<file path="config.mk">
export PLATFORM = sky130hd
export DESIGN_NAME = multiplier_datapath
export DESIGN_NICKNAME = d
export VERILOG_FILES = /design/src/rtl/multiplier_datapath.sv
export SDC_FILE = /design/constraint.sdc
export NUM_CORES = 1
export LEC_CHECK = 0
export CAP_MARGIN = 10
export CORE_ASPECT_RATIO = 1.2
export CORE_MARGIN = 5
export CORE_UTILIZATION = 50
export DETAILED_ROUTE_END_ITERATION = 16
export PLACE_DENSITY_LB_ADDON = 0.08
export SYNTH_ARGS = -nofsm -noshare
export SYNTH_HDL_FRONTEND = slang
export SYNTH_SLANG_ARGS = --single-unit
</file>
<file path="constraint.sdc">
create_clock -name Clk -period 2.6 [get_ports Clk]
set_input_delay 0.52 -clock Clk [delete_from_list [all_inputs] [get_ports Clk]]
set_output_delay 0.52 -clock Clk [all_outputs]
set_load 0.05 [all_outputs]
</file>
<file path="src/rtl/multiplier_datapath.sv">
// Register/arithmetic datapath of the 8-bit signed add-shift multiplier.
// Holds A, X, B and the iteration counter; executes controller commands.
module multiplier_datapath #(
  parameter int WIDTH = 8,
  parameter int CNT_W = 3
) (
  input  logic             Clk,
  input  logic             Reset,
  input  logic [WIDTH-1:0] S,
  input  logic             ClearAX_LoadB,
  input  logic             Ld_A,
  input  logic             Sub,
  input  logic             Shift_En,
  input  logic             CntEn,
  output logic [WIDTH-1:0] Aval,
  output logic [WIDTH-1:0] Bval,
  output logic             X,
  output logic             M,
  output logic [CNT_W-1:0] count
);

  logic [WIDTH-1:0] a;
  logic [WIDTH-1:0] b;
  logic             x;
  logic [CNT_W-1:0] cnt;
  logic [WIDTH:0]   sum;
  logic [WIDTH:0]   diff;

  // 9-bit sign-extended add/sub keeps the signed result exact
  assign sum  = {a[WIDTH-1], a} + {S[WIDTH-1], S};
  assign diff = {a[WIDTH-1], a} + ~{S[WIDTH-1], S}
              + {{WIDTH{1'b0}}, 1'b1};

  always_ff @(posedge Clk) begin
    if (Reset) begin
      a   <= '0;
      b   <= '0;
      x   <= 1'b0;
      cnt <= '0;
    end else if (ClearAX_LoadB) begin
      a   <= '0;
      b   <= S;
      x   <= 1'b0;
      cnt <= '0;
    end else begin
      if (Sub) begin
        {x, a} <= diff;
      end else if (Ld_A) begin
        {x, a} <= sum;
      end else if (Shift_En) begin
        a <= {x, a[WIDTH-1:1]};
        b <= {a[0], b[WIDTH-1:1]};
      end
      if (CntEn) begin
        cnt <= cnt + CNT_W'(1);
      end
    end
  end

  assign Aval  = a;
  assign Bval  = b;
  assign X     = x;
  assign M     = b[0];
  assign count = cnt;

endmodule

</file>
### Yosys cells after proc, flatten, opt, wreduce, memory -nomap -nowiden

Cells that the tools add are included.

* bits in registers: 20
* input port bits: 15
* word-level logic and storage cells: 25

* $add $sub $neg: 4
* equality and inequality tests: 2
* mux-type cells: 9
* bitwise operators: 1
* reduce and logical (&&, ||, !) cells: 5

Operator list (count)
* $mux 8: 7
* $add 8x8->9: 1
* $add 9x1->9 const B: 1
* $add 9x9->9: 1
* $not 9->9: 1
* $ne 2x2->1 const B: 2
* $reduce_bool 2->1: 2
* $add 3x1->3 const B: 1
* $reduce_and 3->1: 1
* $reduce_bool 3->1: 1
* $mux 1: 2
* $reduce_or 2->1: 1

### Longest topological paths before layout

Gate-level depths: netlist of run 1.

* word-level depth: 4
* gate-level depth with buffers: 9
* mapped depth without buffers: 9

### Worst setup path before layout of run 1

Ideal clock, no wire load.

* path kind: flip-flop to flip-flop
* from: register a[1] (netlist: Aval[1])
* to: register a[5] (netlist: Aval[5])
* library setup time: 0.120 ns
* arrival: 2.123 ns
* slack: 0.357 ns
* stages on the path, launching flop included: 8
* buffers on the path: 0
* period minus slack after synthesis: 2.243 ns
* cells stage by stage: dfxtp_1 -> ha_1 -> nand2b_1 -> a21oi_1 -> o2bb2ai_1 -> mux2_4 -> a221oi_2 -> nor2_1

* longest elaborated chain between the ends: 3
* elaborated cells between the ends (all ways): 5
* classes of those cells: add/sub: 3; mux: 2

Ends and longest elaborated chain
* start: declaration: line 22 `logic [WIDTH-1:0] a;`
* start signal: assignment: line 47 `{x, a} <= diff;`
* start signal: assignment: line 49 `{x, a} <= sum;`
* start signal: assignment: line 51 `a <= {x, a[WIDTH-1:1]};`
* $add 9x9->9 or $add 8x8->9 (tied branches): line 31, 30
* $add 9x1->9 or $mux 8 (tied branches): line 32, 48
* $mux 8 *: line 46 `if (Sub) begin`

Every way passes the cells marked *; elsewhere a longest branch is shown, timed or not.
A chain may end at the register's enable or synchronous reset.

### Final worst setup path of run 1

* from: input S[4]
* to: register a[6] (netlist: Aval[6])

* longest elaborated chain between the ends: 4
* elaborated cells between the ends (all ways): 6
* classes of those cells: add/sub: 3; mux: 2; bitwise: 1

Ends and longest elaborated chain
* start: declaration: line 9 `input logic [WIDTH-1:0] S,`
* $not 9->9: line 31 `assign diff = {a[WIDTH-1], a} + ~{S[WIDTH-1], S}`
* $add 9x9->9: line 31
* $add 9x1->9: line 32 `+ {{WIDTH{1'b0}}, 1'b1};`
* $mux 8 *: line 46

Marked as above.

==> results.cfg, run 1 <==
[placement]
gp_congestion = 0.888
portBuffers = 35
dp_slack_ns = -0.118
dpl-instance-area_um2 = 2170
dpl.hpwl_um = 3740

[flow_run]
max_cap_viol_count = 0

[critical_path]
r2r_slack_ns = 0.50
rr_startpoint = Aval[0]
cpPeakStageDelay_ns = 0.48
crit_type = input pin to register
endpoint_kind = register
cp.arrival_ns = 2.57
path_max_fanout = 9
reg2reg_depth = 9
r2r_end = Aval[6]
crit_slowest_cell = clkdlybuf4s50_1
cp_cell_sequence = clkdlybuf4s50_1 > inv_1 > ha_1 > nor2_1 > a221oi_4 > nand2_2 > and3_1 > a211oi_1 > a21oi_1
required_ns = 2.75
startpoint_type = input pin

[drt]
wl_um = 4750
viasPerCell = 5.84
routedWlPerCell_um = 16.2
first_pass_iters = 4
drc = 0
drtIter0Drc = 83
ant_nets = 0
route.vias.total = 1712

[sta]
drv_slew = 0
fin_ws_ns = 0.185
rsz0062_at_grt = false
setup_viol = 0
max_freq_ghz = 0.414
final-hold-violation-count = 0
skew_ns = 0.00869
period_share_pct = 92.9
worst_slew_pin_slew_ns = 0.620
period_minus_slack_ns = 2.42
hold_slack_ns = 0.523
max-slew-margin-rel_pct = 58.5

[run_status]
outcome = completed

[global_route]
grt_usage_pct = 20.2
grt_max_degree = 21
grt_pass1_vias = 1665
grt_pass1_wl_um = 7590
grt_overflow = 0
antenna_found_initial = 0

[finish]
design_area_um2 = 2230
finalNetCount = 291
final_common_cell = clkdlybuf4s50_1
antenna_cells = 0
fillers = 296
layout-drive-gt1-share_pct = 13.3
synthToLayoutAreaGrowth_pct = 30.2
mostFrequentLayoutCells = 35 x clkdlybuf4s50_1, 20 x dfxtp_1, 19 x nor2_1, 19 x a211oi_1, 18 x buf_4

[die]
start_util_pct = 51.3
dieArea_um2 = 4700
die_y_um = 74.1
core_um2 = 3340
io_pins = 36
dieWidth_um = 63.5
rows = 23

[clock_network]
cts_max_level = 1
cts_tree = yes
clk_pin_slew_ns = 0.09
cts_buffers = 3
cts_buffer_depth = 2
clock_latency_ns = 0.27
root_buffer = clkbuf_8
clock-sinks = 20

[worst_hold_path]
whs_endpoint = count[2]
hold_path_class = register to register
whs_path_depth = 2
min_from = count[2]

[synthesis]
async_reset_ff_share_pct = 0
synth_area_leaders = dfxtp_1 23%, ha_1 12%, a211oi_1 8.3%, a21oi_1 4.7%, nor2_1 4.2%
synth_edf_count = 0
synth_area_per_cell_um2 = 8.05
postSynthCellCount = 213
synth_flop_cell = dfxtp_1
ys_types = 49
syn_nets = 247
ys_warn_count = 0
synth_top_area_share_pct = 23.4
ys_seq_elements = 20
synth_area_um2 = 1710
ys_seq_area_share_pct = 23.4
synth_top_area_cell = dfxtp_1

[pwr]
powerDensity_nw_per_um2 = 449
p_leak_uw = 0.000909
ir_worst_vdd_uv = 360
## layer usage
| layer | track usage [%] | part of all wire (%) |
|---|---|---|
| met1 | 22.9 | 41 |
| met2 | 37.5 | 51 |
| met3 | 2.72 | 4.5 |
| met4 | 9.70 | 2.9 |
| met5 | 0 | 0 |
## cell type report
type / count / area [um2] / share of cell area [%]
multi-input cells: 162 / 1180 / 52.9
repair buffers: 53 / 485 / 21.7
flip-flops and latches: 20 / 400 / 17.9
inverters: 17 / 63.8 / 2.86
clock buffers: 4 / 55.1 / 2.47
well taps: 37 / 46.3 / 2.07
## worst max-delay path by stage
stage,from,end,slack (ns),depth (start not counted)
floorplan,Aval[1],Aval[5],0.36,7
global placement,S[1],Aval[5],-0.12,9
detailed placement,S[1],Aval[5],-0.12,9
CTS,S[1],Aval[5],0.14,9
global route,S[0],X,0.08,10
finish,S[4],Aval[6],0.18,9
## Yosys cell counts, types with 3 or more instances
master	n
dfxtp_1	20
a211oi_1	19
nor2_1	19
ha_1	17
a21oi_1	16
inv_1	15
nand2b_1	10
nor2b_1	10
o21ai_0	10
clkbuf_1	8
nand2_1	7
buf_4	4
mux2i_1	4
nand3_1	3
nand3b_1	3
o21ai_1	3
or3_1	3
xnor2_1	3
## where the power goes
| group | total (uW) | leakage [uW] | switching (uW) | internal [uW] |
|---|---|---|---|---|
| Clock | 252 | 0.0000288 | 117 | 135 |
| Sequential | 346 | 0.000165 | 19.9 | 326 |
| Combinational | 405 | 0.000716 | 235 | 170 |
| Total | 1000 | 0.000909 | 371 | 632 |
## per-stage QoR
stage / setup TNS, ns / utilization [%] / instances / power [uW]
after floorplan: 0 / - / 213 / 623
after global placement: -0.163 / 65.1 / 289 / 744
after detailed placement: -0.232 / 65.1 / 289 / 753
after CTS: 0 / 66.8 / 293 / 1000
after global routing: 0 / 66.9 / 293 / 1050
final: 0 / 66.9 / 293 / 1000
## registers in the layout, indices dropped and copies added (netlist names)
register	cells
Aval	8
Bval	8
X	1
count	3
## logic make-up after synthesis
family | Yosys count | share of synthesized area [%]
compound gates | 69 | 28.8
simple gates | 65 | 19.9
buf+inv | 31 | 7.96
flops | 20 | 23.4
fa+ha+maj | 19 | 14.7
mux | 5 | 3.21
xor+xnor | 4 | 2.04
## worst max-delay path: cells and delay by family
| family | cells | cell delay [ns] |
|---|---|---|
| AO/OA/AOI/OAI | 3 | 0.67 |
| buffers and inverters | 2 | 0.55 |
| AND/OR/NAND/NOR | 3 | 0.39 |
| adder cells (fa/ha/maj) | 1 | 0.45 |
## repair_timing
item / in CTS / in global routing
hold buffers: 0 / 0
endpoints found under the hold margin: 0 / 0
setup buffers: 0 / 0
gates resized for setup: 0 / 1
setup endpoints to repair: 0 / 1
Note: power is estimated with default switching activity, not from simulation.
==> run 2: changes to the inputs <==
SETUP_SLACK_MARGIN = 0.02   (was not set)
==> results of run 2 <==
Same layout as run 1: the final DEF is identical, and so are final timing and power.
